<file path="config.mk">
export PLATFORM = sky130hd
export DESIGN_NAME = csa_rr_sched
export DESIGN_NICKNAME = d
export VERILOG_FILES = /design/src/rtl/csa_pkg.sv /design/src/rtl/csa_rr_arb.sv /design/src/rtl/csa_rr_sched.sv
export SDC_FILE = /design/constraint.sdc
export NUM_CORES = 1
export LEC_CHECK = 0
export CAP_MARGIN = 25
export CORE_AREA = 8 8 129 71
export DETAILED_ROUTE_END_ITERATION = 10
export DIE_AREA = 0 0 137 79
export PLACE_DENSITY_LB_ADDON = 0.15
export SETUP_SLACK_MARGIN = 0.1
export SYNTH_ARGS = -nofsm -noshare
export SYNTH_HDL_FRONTEND = slang
export SYNTH_HIERARCHICAL = 1
export SYNTH_SLANG_ARGS = --single-unit
export TNS_END_PERCENT = 10
</file>
<file path="constraint.sdc">
create_clock -name clk -period 5.96 [get_ports clk]
set_input_delay 0.894 -clock clk [delete_from_list [all_inputs] [get_ports clk]]
set_output_delay 0.894 -clock clk [all_outputs]
set_load 0.1 [all_outputs]
</file>
<file path="src/rtl/csa_pkg.sv">
// Shared types and helpers for the round-robin scheduler that feeds the
// 3-operand carry-save adder.
package csa_pkg;
  localparam int NUM_REQ_DEF = 4;
  localparam int WIDTH_DEF   = 8;
  localparam int CNT_W_DEF   = 16;
  localparam int MAX_REQ     = 8;
  localparam int IDX_W       = 3;

  typedef enum logic {ST_EMPTY = 1'b0, ST_FULL = 1'b1} ostate_e;

  typedef struct packed {
    logic             found;
    logic [IDX_W-1:0] idx;
  } pick_t;

  // First valid requester strictly after 'last', wrapping modulo n.
  function automatic pick_t rr_pick(input logic [MAX_REQ-1:0] valid,
                                    input logic [IDX_W-1:0]   last,
                                    input int                 n);
    pick_t p;
    int    j;
    p = '0;
    for (int k = 1; k <= MAX_REQ; k++) begin
      j = (int'(last) + k) % n;
      if (k <= n && !p.found && valid[j]) begin
        p.found = 1'b1;
        p.idx   = IDX_W'(j);
      end
    end
    return p;
  endfunction
endpackage

</file>
<file path="src/rtl/csa_rr_arb.sv">
// Combinational round-robin arbiter: one-hot grant gated by enable.
module csa_rr_arb
  import csa_pkg::*;
#(
  parameter  int NUM_REQ = NUM_REQ_DEF,
  localparam int ID_W    = $clog2(NUM_REQ)
) (
  input  logic [NUM_REQ-1:0] valid,
  input  logic [ID_W-1:0]    last_grant,
  input  logic               en,
  output logic [NUM_REQ-1:0] grant,
  output logic [ID_W-1:0]    idx,
  output logic               found
);
  logic [MAX_REQ-1:0] valid_ext;
  pick_t              pk;

  always_comb begin
    valid_ext              = '0;
    valid_ext[NUM_REQ-1:0] = valid;
  end

  assign pk    = rr_pick(valid_ext, IDX_W'(last_grant), NUM_REQ);
  assign found = pk.found;
  assign idx   = ID_W'(pk.idx);

  for (genvar g = 0; g < NUM_REQ; g++) begin : g_lane
    assign grant[g] = en && pk.found && (pk.idx == IDX_W'(g));
  end
endmodule

</file>
<file path="src/rtl/csa_rr_sched.sv">
// Round-robin scheduler sharing one a+b+c carry-save adder between NUM_REQ
// requesters, with a single-entry registered result stage.
module csa_rr_sched
  import csa_pkg::*;
#(
  parameter  int NUM_REQ = NUM_REQ_DEF,
  parameter  int WIDTH   = WIDTH_DEF,
  parameter  int CNT_W   = CNT_W_DEF,
  localparam int ID_W    = $clog2(NUM_REQ)
) (
  input  logic                     clk,
  input  logic                     rst,
  input  logic [NUM_REQ-1:0]       req_valid,
  input  logic [NUM_REQ*WIDTH-1:0] req_a,
  input  logic [NUM_REQ*WIDTH-1:0] req_b,
  input  logic [NUM_REQ*WIDTH-1:0] req_c,
  output logic [NUM_REQ-1:0]       req_ready,
  output logic                     res_valid,
  input  logic                     res_ready,
  output logic [WIDTH:0]           res_sum,
  output logic                     res_ovf,
  output logic [ID_W-1:0]          res_id,
  output logic [CNT_W-1:0]         op_count
);
  ostate_e          st, st_nxt;
  logic [ID_W-1:0]  last_grant, gidx;
  logic             gfound, can_accept, xfer, drain;
  logic [WIDTH-1:0] a_sel, b_sel, c_sel, s_vec, c_vec;
  logic [WIDTH+1:0] full_sum;

  assign res_valid  = (st == ST_FULL);
  assign can_accept = (st == ST_EMPTY) || res_ready;
  assign drain      = res_valid && res_ready;

  csa_rr_arb #(.NUM_REQ(NUM_REQ)) u_arb (
    .valid      (req_valid),
    .last_grant (last_grant),
    .en         (can_accept && !rst),
    .grant      (req_ready),
    .idx        (gidx),
    .found      (gfound)
  );

  assign xfer = gfound && can_accept && !rst;

  // Shared datapath: 3:2 compress, then one carry-propagate add.
  assign a_sel    = req_a[gidx*WIDTH +: WIDTH];
  assign b_sel    = req_b[gidx*WIDTH +: WIDTH];
  assign c_sel    = req_c[gidx*WIDTH +: WIDTH];
  assign s_vec    = a_sel ^ b_sel ^ c_sel;
  assign c_vec    = (a_sel & b_sel) | (a_sel & c_sel) | (b_sel & c_sel);
  assign full_sum = {2'b00, s_vec} + {1'b0, c_vec, 1'b0};

  always_comb begin
    st_nxt = st;
    if (xfer)       st_nxt = ST_FULL;
    else if (drain) st_nxt = ST_EMPTY;
  end

  always_ff @(posedge clk or posedge rst) begin
    if (rst) st <= ST_EMPTY;
    else     st <= st_nxt;
  end

  always_ff @(posedge clk or posedge rst) begin
    if (rst) begin
      res_sum    <= '0;
      res_ovf    <= 1'b0;
      res_id     <= '0;
      last_grant <= ID_W'(NUM_REQ - 1);
    end else if (xfer) begin
      res_sum    <= full_sum[WIDTH:0];
      res_ovf    <= full_sum[WIDTH+1];
      res_id     <= gidx;
      last_grant <= gidx;
    end
  end

  always_ff @(posedge clk or posedge rst) begin
    if (rst)                        op_count <= '0;
    else if (drain && op_count != '1) op_count <= op_count + 1'b1;
  end
endmodule

</file>
==> results.txt <==
Yosys warnings: 6
multi-input logic area: 1640 um2
Synth area leader: dfrtp_1
clk sinks: 31
I/O Buffers: 135
top cells by count, synth: nand2_1, dfrtp_1, mux4_2
IO Count: 136
Final Cycle Share: 80.0%
Final ANT Viol Nets: 0
Ant. Diodes: 0
kind of critical path: in -> reg
most frequent cell after synthesis: nand2_1
RSZ-0062 raised after global routing: no
Critical Path Start: req_valid[0]
root buf cell: clkbuf_16
Worst Tran Pin Value: 1.04 ns
Setup violations, final: 0
Initial Util: 33.1%
Power Dens Cells: 496 nW/um2
antenna violations before repair: 0
Crit Path Max Fanout: 11
buffers inserted by post-CTS timing repair: 0
Synth Area in XOR/XNOR: 5.97%
Layout Skew: 0.00809 ns
Hold Crit Class: reg -> reg
Post-Synthesis Mean Instance Area: 10.8 um2
# DRC: 0
Synth Instances: 232
Post-synth EDFFs: 0
Hold Buf Count CTS: 0
core box area: 7540 um2
die width: 137 um
Synth Area in Compound Gates: 8.43%
Setup crit end kind: register
Max Cap Viol: 0
Seq/Total Area, Yosys: 31.2%
CP arrival: 4.89 ns
Area Overhead vs Synth: 65.7%
Tot GR Track Use: 14.2%
Synth Area in Adders: 11.2%
Synth cell types: 40
DR vias: 2326
CP Capture Point: res_ovf$_DFFE_PP0P_
first-pass GRT wire length: 12400 um
Synth Register Bits: 31
R2R Path End: res_ovf$_DFFE_PP0P_
share of the synthesized area in the top cell type: 29.1%
placer congestion estimate: 0.788
final wirelength: 7900 um
predominant post-synthesis flop cell: dfrtp_1
CTS Buf Count: 5
Slew HR: 30.3%
WL/cell: 16.8 um
Clk Latency, worst-skew pair: 0.27 ns
Critical Path RT: 6.08 ns
run status: completed
Post-Synth Simple-Gate Area: 17.1%
Mapped Nets: 352
final worst setup slack: 1.19 ns
crit path time final: 4.77 ns
Netlist Area Pre-Place: 2490 um2
peak supply drop: 0.000225 V
via-per-instance ratio: 4.95
# nets final: 489
total grt overflow: 0
largest net degree at the start of global routing: 32
number of fill cells: 702
DIE AREA: 10800 um2
htree depth: 2
Startpoint Class: input pin
Static Leak: 0.00171 uW
Final Hold Fails: 0
Initial DRT Pass Iterations: 4
Reg2Reg Launch Point: last_grant[1]$_DFFE_PP1P_
Reg area: 778 um2
number of global-route vias before repair: 2421
1st-iter DRT viols: 75
CTS resizes: 0
die height: 79 um
clk slew on worst S/H paths: 0.05 ns
share of cells above drive strength 1: 11.4%
Place WS: 0.904 ns
worst reg2reg path depth: 13
CTS tree: built
r2r setup slk: 1.69 ns
hpwl dp: 6830 um
FP Rows: 23
asr flop ratio synth: 100%
main combinational cell family by area after synthesis: multiplexers
pins over their slew limit: 0
Max Root-Sink Buffers: 2
post-synthesis mux area share: 22.5%
fmax: 210 MHz
final setup TNS: 0 ns
top post-synthesis cells by area: dfrtp_1, mux4_2, fa_1, nand2_1, ha_1
==> state kept, by name (all words and copies together) (netlist names) <==
| signal | cells |
|---|---|
| last_grant | 2 |
| op_count | 16 |
| res_id | 2 |
| res_sum | 9 |
| res_ovf | 1 |
| res_valid | 1 |
==> cell type report <==
cell class / instances / share of cell area [%]
Clock buffer: 8 / 3.78
Inverter: 15 / 1.36
Multi-Input combinational cell: 178 / 39.8
Sequential cell: 31 / 18.8
Tap cell: 100 / 3.03
Timing Repair Buffer: 138 / 33.2
==> critical path, stage by stage <==
cell and delay [ns]:
clkdlybuf4s50_1 0.45, nand2b_1 0.16, a21oi_1 0.16, nor3_1 0.13
a21oi_4 0.42, mux4_2 0.59, fa_1 0.49, ha_1 0.25
fa_1 0.44, a211oi_1 0.36, nor2_1 0.11, nor3_1 0.20
o21ba_2 0.17, o31ai_1 0.05
==> layer usage <==
metal	wire length (um)	vias to the layer above	GRT usage [%]
li1	-	1125	-
met1	3800	1095	20.3
met2	3150	102	19.2
met3	907	4	6.36
met4	50	0	2.69
met5	0	-	0
==> power by group <==
part           internal (uW)  leakage, uW  switching (uW)
Sequential               278     0.000394            54.6
Clock                    177    0.0000772            84.0
Combinational            541      0.00124             914
Total                    996      0.00171            1050
==> cells by family after synthesis <==
kind of cell	Yosys count
buffers and inverters	23
DFF	31
adders and majority gates	17
AOI/OAI and AO/OA	34
and+or+nand+nor	84
muxes	26
xor gates and xnor gates	17
==> worst min-delay path by stage <==
stage                                            to                       from  slack (ns)  depth (start not counted)
final                        res_sum[4]$_DFFE_PP0P_     res_sum[4]$_DFFE_PP0P_        0.47                          2
after global placement       res_sum[1]$_DFFE_PP0P_     res_sum[1]$_DFFE_PP0P_        0.46                          2
after floorplan           last_grant[0]$_DFFE_PP1P_  last_grant[0]$_DFFE_PP1P_        0.46                          2
after global routing      last_grant[0]$_DFFE_PP1P_  last_grant[0]$_DFFE_PP1P_        0.50                          2
after detailed placement     res_sum[1]$_DFFE_PP0P_     res_sum[1]$_DFFE_PP0P_        0.47                          2
after CTS                    res_sum[4]$_DFFE_PP0P_     res_sum[4]$_DFFE_PP0P_        0.48                          2
==> layout by cell type (no fill, tap or decap), drive strengths merged, types with 9 or more instances in the layout <==
cell,count
mux4,24
xnor2,9
o21ai,11
fa,9
clkdlybuf4s50,135
nor2,16
nand2,30
inv,15
dfrtp,29
==> stage by stage <==
step / utilization, % / cell area, um2 / total power [uW] / hold slack (ns) / std cells
finish: 54.8 / 4130 / 2050 / 0.473 / 470
global route: 54.8 / 4130 / 2200 / 0.501 / 470
floorplan: - / 2490 / 1430 / 0.459 / 232
global placement: 52.8 / 3980 / 1790 / 0.461 / 462
detailed placement: 52.8 / 3980 / 1800 / 0.466 / 462
CTS: 54.8 / 4130 / 2070 / 0.480 / 470
Note: power is estimated with default switching activity, not from simulation.
